## config.mk

```make
export PLATFORM = sky130hd
export DESIGN_NAME = jump_redirect_unit
export DESIGN_NICKNAME = d
export VERILOG_FILES = /design/src/rtl/jump_redirect_unit.sv
export SDC_FILE = /design/constraint.sdc
export NUM_CORES = 1
export LEC_CHECK = 0
export ABC_CLOCK_PERIOD_IN_PS = 5050
export CORE_MARGIN = 5
export CORE_UTILIZATION = 55
export CTS_CLUSTER_SIZE = 24
export DETAILED_ROUTE_END_ITERATION = 6
export DONT_BUFFER_PORTS = 1
export MAX_ROUTING_LAYER = met4
export PLACE_DENSITY = 0.7
export SLEW_MARGIN = 0
export SYNTH_ARGS = -nofsm -noshare
export SYNTH_HDL_FRONTEND = slang
export SYNTH_SLANG_ARGS = --single-unit
export TNS_END_PERCENT = 20
```

## constraint.sdc

```tcl
create_clock -name clk -period 5.05 [get_ports clk]
set_clock_uncertainty 0.05 [all_clocks]
set_input_delay 0.505 -clock clk [delete_from_list [all_inputs] [get_ports clk]]
set_output_delay 0.505 -clock clk [all_outputs]
set_load 0.02 [all_outputs]
```

## src/rtl/jump_redirect_unit.sv

```systemverilog
// Fetch PC owner: redirects on JAL/JALR, flushes FLUSH_CYCLES cycles, returns link, traps misaligned targets.
// New pc visible 1 cycle after acceptance; jump_ready/pc_valid low while flushing, stalled on link_ready, or trapped.
module jump_redirect_unit #(
    parameter logic [31:0] RESET_PC     = 32'h0000_0000,
    parameter logic [31:0] TRAP_VEC     = 32'h0000_0004,
    parameter int unsigned FLUSH_CYCLES = 2
) (
    input  logic        clk,
    input  logic        rstn,
    input  logic        fetch_ready,
    output logic [31:0] pc,
    output logic        pc_valid,
    input  logic        jump_valid,
    output logic        jump_ready,
    input  logic [31:0] jumptarg,
    input  logic [31:0] jump_pc,
    input  logic [4:0]  jump_rd,
    output logic        link_valid,
    input  logic        link_ready,
    output logic [4:0]  link_rd,
    output logic [31:0] link_data,
    output logic        flush,
    output logic        misalign,
    output logic [31:0] misalign_addr,
    input  logic        trap_ack
);

    typedef enum logic [1:0] {
        S_RUN   = 2'd0,
        S_FLUSH = 2'd1,
        S_LINK  = 2'd2,
        S_TRAP  = 2'd3
    } state_t;

    localparam logic [3:0] FLUSH_INIT = 4'(FLUSH_CYCLES - 1);

    state_t      state_q;
    logic [31:0] pc_q;
    logic [3:0]  cnt_q;
    logic        flush_q;
    logic        link_valid_q;
    logic [4:0]  link_rd_q;
    logic [31:0] link_data_q;
    logic        misalign_q;
    logic [31:0] misalign_addr_q;

    logic        run_d;
    logic        jump_acc_d;
    logic [31:0] targ_d;
    logic        link_hs_d;

    // Handshake outputs are forced low while reset is asserted, independent of state.
    assign run_d      = rstn && (state_q == S_RUN);
    assign jump_acc_d = jump_valid && run_d;
    assign targ_d     = {jumptarg[31:1], 1'b0};
    assign link_hs_d  = link_valid_q && link_ready;

    always_ff @(posedge clk) begin
        if (!rstn) begin
            state_q         <= S_RUN;
            pc_q            <= RESET_PC;
            cnt_q           <= 4'd0;
            flush_q         <= 1'b0;
            link_valid_q    <= 1'b0;
            link_rd_q       <= 5'd0;
            link_data_q     <= 32'd0;
            misalign_q      <= 1'b0;
            misalign_addr_q <= 32'd0;
        end else begin
            if (link_hs_d) begin
                link_valid_q <= 1'b0;
            end
            case (state_q)
                S_RUN: begin
                    if (jump_acc_d) begin
                        if (targ_d[1]) begin
                            state_q         <= S_TRAP;
                            misalign_q      <= 1'b1;
                            misalign_addr_q <= targ_d;
                        end else begin
                            state_q <= S_FLUSH;
                            pc_q    <= targ_d;
                            flush_q <= 1'b1;
                            cnt_q   <= FLUSH_INIT;
                            // x0 writes are architecturally dropped, so no link is raised.
                            if (jump_rd != 5'd0) begin
                                link_valid_q <= 1'b1;
                                link_rd_q    <= jump_rd;
                                link_data_q  <= jump_pc + 32'd4;
                            end
                        end
                    end else if (fetch_ready) begin
                        pc_q <= pc_q + 32'd4;
                    end
                end
                S_FLUSH: begin
                    if (cnt_q == 4'd0) begin
                        flush_q <= 1'b0;
                        state_q <= (link_valid_q && !link_ready) ? S_LINK : S_RUN;
                    end else begin
                        cnt_q <= cnt_q - 4'd1;
                    end
                end
                S_LINK: begin
                    if (!link_valid_q || link_ready) begin
                        state_q <= S_RUN;
                    end
                end
                S_TRAP: begin
                    if (trap_ack) begin
                        state_q    <= S_RUN;
                        pc_q       <= TRAP_VEC;
                        misalign_q <= 1'b0;
                    end
                end
                default: state_q <= S_RUN;
            endcase
        end
    end

    assign pc            = pc_q;
    assign pc_valid      = run_d;
    assign jump_ready    = run_d;
    assign flush         = flush_q;
    assign link_valid    = link_valid_q;
    assign link_rd       = link_rd_q;
    assign link_data     = link_data_q;
    assign misalign      = misalign_q;
    assign misalign_addr = misalign_addr_q;

endmodule

```

==> flow_metrics.env, run 1 <==
export IMPL_worstHoldPathCells=1
export IMPL_synth_top_area_share_pct=40.5
export IMPL_grtUsageTotal_pct=24.4
export IMPL_root_buffer="clkbuf_8"
export IMPL_synthDistinctLibCells=63
export IMPL_syn_area_per_cell_um2=7.72
export IMPL_worstSetupPathType="flip-flop to flip-flop"
export IMPL_r2r_start="pc[18]$_SDFFE_PN0P_"
export IMPL_fillers=895
export IMPL_htree_levels=3
export IMPL_synth_edf_count=0
export IMPL_p_leak_nw=1.75
export IMPL_clk_pin_slew_ns=0.09
export IMPL_ant_nets=0
export IMPL_finalSetupViolCount=0
export IMPL_tns_ns=0
export IMPL_ys_top_cells_by_count="nand2_1, dfxtp_1, a21oi_1"
export IMPL_cap_viol_max_count=0
export IMPL_fin_area_mm2=0.00549
export IMPL_tightest_slew_ns=1.22
export IMPL_ctsResizeCount=0
export IMPL_dp_hpwl_um=9950
export IMPL_overflow=0
export IMPL_cp_slowest_cell="or4_1"
export IMPL_syn_area_mm2=0.00529
export IMPL_crit_buf_inv=0
export IMPL_reg2regPathDepth=5
export IMPL_dr_pass1_iters=5
export IMPL_wirelength_um=13800
export IMPL_path_depth=5
export IMPL_fmax_mhz=376
export IMPL_rsz0062_at_grt="no"
export IMPL_cts_path_max_buffers=2
export IMPL_worst_path_max_fanout=9
export IMPL_drc=0
export IMPL_io_pins=181
export IMPL_die_y_um=108
export IMPL_cp_top_family="simple AND/OR/NAND/NOR gates"
export IMPL_die_area_mm2=0.0117
export IMPL_placed_area_mm2=0.00529
export IMPL_cts_sinks=107
export IMPL_place_gp_congestion=0.863
export IMPL_insertion_delay_ns=0.37
export IMPL_yosys_area_top_type="dfxtp_1"
export IMPL_cp_start_kind="flip-flop"
export IMPL_synth_ff_latch_count=107
export IMPL_cp_data_required_time_ns=5.26
export IMPL_antenna_found_initial=0
export IMPL_nets=732
export IMPL_die_x_um=108
export IMPL_core_area_mm2=0.00933
export IMPL_grt_max_degree=66
export IMPL_status="finished, final reports clean"
export IMPL_critPathMaxStageDelay_ns=0.75
export IMPL_placementRows=35
export IMPL_place_port_buffers=0
export IMPL_cts_setup_buffers=0
export IMPL_cp_end_kind="flip-flop"
export IMPL_routed_via_count=4706
export IMPL_grt_pass1_vias=4648
export IMPL_async_flop_share_pct=0
export IMPL_cts_tree="yes"
export IMPL_post_place_ws_ns=2.41
export IMPL_holdWs_ns=0.177
export IMPL_drive_above_1_share_pct=4.57
export IMPL_peakVddDrop_v=0.000161
export IMPL_worstReg2RegEnd="pc[29]$_SDFFE_PN0P_"
export IMPL_dp_cells=771
export IMPL_layout_area_overhead_vs_synth_pct=3.73
export IMPL_grt_first_pass_wirelength_um=22500
export IMPL_numCtsBuffers=9
export IMPL_avgViaCountPerCell=5.99
export IMPL_hold_violations=0
export IMPL_synth_top_flop_cell="dfxtp_1"
export IMPL_hold_end="link_data[2]$_SDFFE_PN0P_"
export IMPL_powerDensity_mw_per_mm2=322
export IMPL_min_period_ns=2.66
export IMPL_rrSetupSlack_ns=2.39
export IMPL_seq_area_frac_synth_pct=40.5
export IMPL_hp_class="input port to flip-flop"
export IMPL_cp_arrival_ns=2.87
export IMPL_slew_viol_final=0
export IMPL_diodes=0
export IMPL_setup_ws_ns=2.39
export IMPL_power_total_mw=1.77
export IMPL_min_delay_start="jump_pc[2]"
export IMPL_first_iter_violations=266
export IMPL_synthCells=686
export IMPL_synth_top_cells_by_area="dfxtp_1, nand2_1, a21oi_1"
export IMPL_start_util_pct=56.8
export IMPL_final_util_pct=58.9
export IMPL_finalNonFillerCells=785
export IMPL_fin_crit_sh_pct=52.6
export IMPL_synth_most_common_cell="nand2_1"
export IMPL_max_slew_margin_rel_pct=18.4
export IMPL_yosys_warnings=0
export IMPL_hold_buffers=0
export IMPL_post_drt_wl_per_cell_um=17.5
export IMPL_path_cells="nand4_1 > or4_1 > nor3_1 > mux2_2 > a221o_1"
[area by class of cell]
class                           count  area [µm²]  area share (%)
Clock buffer                       10         128            2.32
Clock inverter                      4        76.3            1.39
Inverter                           14        52.6           0.957
Multi-Input combinational cell    518        2910            53.0
Sequential cell                   107        2140            39.0
Tap cell                          129         161            2.94
Timing Repair Buffer                3        22.5           0.410
[layer usage]
layer  global-route usage (%)  vias to the layer above  share of wire (%)
li1                         -                     2350                  -
met1                     26.5                     2154                 38
met2                     40.9                      186                 49
met3                     10.1                       16                 12
met4                     7.66                        0                1.4
met5                        -                        -                  0
[logic make-up after synthesis]
kind of cell	synth area share, %
compound gates	19.9
fa+ha+maj	0.945
mux	1.18
xor+xnor	5.96
buf+inv	5.13
other cells	0.0708
flops	40.5
simple gates	26.4
[how the worst max path moves through the flow]
stage          slack [ns]                     from                    endpoint
2_1_floorplan        2.65                     rstn         pc[24]$_SDFFE_PN0P_
5_1_grt              2.10  state_q[1]$_SDFFE_PN0P_  link_data[19]$_SDFFE_PN0P_
4_1_cts              2.39      pc[18]$_SDFFE_PN0P_         pc[29]$_SDFFE_PN0P_
3_5_place_dp         2.41      pc[18]$_SDFFE_PN0P_         pc[29]$_SDFFE_PN0P_
3_3_place_gp         2.45      pc[18]$_SDFFE_PN0P_         pc[29]$_SDFFE_PN0P_
6_report             2.39      pc[18]$_SDFFE_PN0P_         pc[29]$_SDFFE_PN0P_
[sequential cells by signal (all words and copies together), names as in the netlist]
register / count
cnt_q: 4
flush: 1
link_data: 32
link_rd: 5
link_valid: 1
misalign: 1
misalign_addr: 31
pc: 30
state_q: 2
[worst register-to-register path, stage by stage (launching register included)]
cell,delay (ns)
dfxtp_1,0.60
nand4_1,0.29
or4_1,0.75
nor3_1,0.26
mux2_2,0.35
a221o_1,0.25
[report_power, final]
group          internal, mW  switching, mW  total [mW]  leakage, nW
registers             0.891          0.103       0.994        0.869
logic                0.0842          0.132       0.216        0.780
clock network         0.276          0.284       0.560       0.0988
total                  1.25          0.519        1.77         1.75
[layout by cell type, fill, tap and decap left out, types with 5 or more instances in the layout]
cell type / Yosys / final
a211oi_1: 12 / 12
a21oi_1: 78 / 78
and3_1: 10 / 10
and4_1: 6 / 6
clkbuf_8: 0 / 9
dfxtp_1: 107 / 107
inv_1: 13 / 13
nand2_1: 127 / 127
nand2b_1: 5 / 5
nand3_1: 23 / 23
nand4_1: 13 / 13
nor2_1: 44 / 44
nor3_1: 26 / 26
nor4_1: 12 / 12
o211ai_1: 8 / 8
o21ai_0: 35 / 35
o22ai_1: 9 / 9
xnor2_1: 24 / 24
xor2_1: 12 / 12
Power figures use the tool's default switching activity.
==> run 2: changes to the inputs <==
- ABC_CLOCK_PERIOD_IN_PS: 5050 -> 2600
- clock period: 5.05 -> 2.6 ns (I/O delays scaled with it)
==> run 2 against run 1 <==
Effect of this change: count of clock-buffer cells in the layout is the same; register-to-register slack worse by 2.1 ns; critical endpoint is now pc[24]$_SDFFE_PN0P_; critical path type unchanged; setup slack lost 2.1 ns.
==> flow_metrics.env, run 2 (synthesis results as in run 1) <==
export IMPL_status="finished, final reports clean"
export IMPL_avgViaCountPerCell=6.00
export IMPL_numCtsBuffers=9
export IMPL_fin_crit_sh_pct=90.7
export IMPL_rsz0062_at_grt="no"
export IMPL_layout_area_overhead_vs_synth_pct=16.0
export IMPL_slew_viol_final=0
export IMPL_antenna_found_initial=0
export IMPL_cts_sinks=107
export IMPL_clk_pin_slew_ns=0.10
export IMPL_worstSetupPathType="flip-flop to flip-flop"
export IMPL_fmax_mhz=424
export IMPL_grtUsageTotal_pct=27.4
export IMPL_io_pins=181
export IMPL_core_area_mm2=0.00933
export IMPL_p_leak_nw=2.08
export IMPL_setup_worst_path_end="pc[24]$_SDFFE_PN0P_"
export IMPL_ctsResizeCount=0
export IMPL_worstReg2RegEnd="pc[24]$_SDFFE_PN0P_"
export IMPL_place_gp_congestion=0.883
export IMPL_cts_path_max_buffers=2
export IMPL_grt_max_degree=66
export IMPL_rrSetupSlack_ns=0.24
export IMPL_met2_usage_pct=48.4
export IMPL_insertion_delay_ns=0.37
export IMPL_dp_hpwl_um=10900
export IMPL_r2r_start="pc[19]$_SDFFE_PN0P_"
export IMPL_place_port_buffers=0
export IMPL_post_drt_wl_per_cell_um=18.0
export IMPL_die_x_um=108
export IMPL_peakVddDrop_v=0.000345
export IMPL_layout_common_cells="nand2_1, dfxtp_1, a21oi_1, nor2_1, dlygate4sd3_1"
export IMPL_hold_violations=0
export IMPL_grt_first_pass_wirelength_um=25100
export IMPL_min_period_ns=2.36
export IMPL_cap_viol_max_count=0
export IMPL_largest_register_ffs=32
export IMPL_tns_ns=0
export IMPL_powerDensity_mw_per_mm2=564
export IMPL_htree_levels=3
export IMPL_fin_area_mm2=0.00614
export IMPL_cp_data_required_time_ns=2.80
export IMPL_worst_path_max_fanout=9
export IMPL_placementRows=35
export IMPL_die_area_mm2=0.0117
export IMPL_drive_above_1_share_pct=8.78
export IMPL_grtUsageMet1_pct=29.9
export IMPL_wirelength_um=15500
export IMPL_cts_tree="yes"
export IMPL_routed_via_count=5146
export IMPL_placed_area_mm2=0.00557
export IMPL_hp_class="input port to flip-flop"
export IMPL_die_y_um=108
export IMPL_cp_arrival_ns=2.56
export IMPL_dr_pass1_iters=5
export IMPL_diodes=0
export IMPL_overflow=0
export IMPL_crit_start="pc[19]$_SDFFE_PN0P_"
export IMPL_max_slew_margin_rel_pct=50.5
export IMPL_tightest_slew_ns=0.737
export IMPL_start_util_pct=56.8
export IMPL_cp_end_kind="flip-flop"
export IMPL_drc=0
export IMPL_busiest_layer="met2"
export IMPL_cp_start_kind="flip-flop"
export IMPL_root_buffer="clkbuf_8"
export IMPL_final_common_cell="nand2_1"
export IMPL_grt_pass1_vias=5168
export IMPL_grt_use_met3_pct=8.36
export IMPL_finalSetupViolCount=0
export IMPL_nets=805
export IMPL_reg2regPathDepth=5
export IMPL_first_iter_violations=351
export IMPL_ant_nets=0
-- run 2: cell types whose count changed in the layout (fill, tap and decap cells not counted) --
cell and delta:
inv_6 -1, clkinvlp_4 +1, clkinv_4 +1, buf_12 +2
buf_4 +32, bufinv_16 -1, dlygate4sd3_1 +39
-- run 2: worst min-delay path by stage --
stage                     from                        end  slack (ns)  cells after the start
floorplan           jump_pc[2]  link_data[2]$_SDFFE_PN0P_        0.31                      1
global placement    jump_pc[2]  link_data[2]$_SDFFE_PN0P_        0.31                      1
detailed placement  jump_pc[2]  link_data[2]$_SDFFE_PN0P_        0.32                      1
CTS                       rstn        pc[11]$_SDFFE_PN0P_       0.001                      2
global route              rstn         pc[8]$_SDFFE_PN0P_       0.006                      2
finish              jump_rd[4]    link_rd[4]$_SDFFE_PN0P_        0.01                      2
-- run 2: area by class of cell --
class	instances	area (µm²)
Multi-Input combinational cell	518	2910
Sequential cell	107	2140
Clock buffer	10	128
Timing Repair Buffer	76	693
Tap cell	129	161
Inverter	14	52.6
Clock inverter	4	53.8
Fill cell	831	3190
-- run 2: through the flow --
stage	cells	util, %	hold slack [ns]	worst slack [ns]	power, mW
4_1_cts	858	65.8	0.00119	0.287	3.48
5_1_grt	858	65.8	0.00618	0.126	3.63
2_1_floorplan	688	-	0.306	0.257	2.30
3_5_place_dp	805	59.7	0.318	0.311	2.44
6_report	858	65.8	0.0129	0.243	3.46
3_3_place_gp	805	59.7	0.308	0.353	2.42
-- run 2: layer usage --
layer / vias to the layer above / wire [µm]
met3: 19 / 1600
li1: 2498 / -
met2: 215 / 7730
met1: 2414 / 5940
met5: - / 0
met4: 0 / 199
-- run 2: critical path: stages, from the launching register on --
cell and delay [ns]:
dfxtp_1 0.35, nand4_1 0.22, or4_1 0.76, nor3_1 0.26, mux2_2 0.36, a221o_1 0.26
-- run 2: repair_timing --
item                                    CTS  global route
endpoints found under the setup margin    0             0
hold endpoints to repair                 68             0
hold buffers                             39             0
buffers inserted                          0             0
-- run 2: power breakdown --
part           leakage [nW]  internal (mW)  switching (mW)
combinational          1.13          0.243           0.333
clock                0.0844          0.438           0.559
sequential            0.869           1.73           0.161
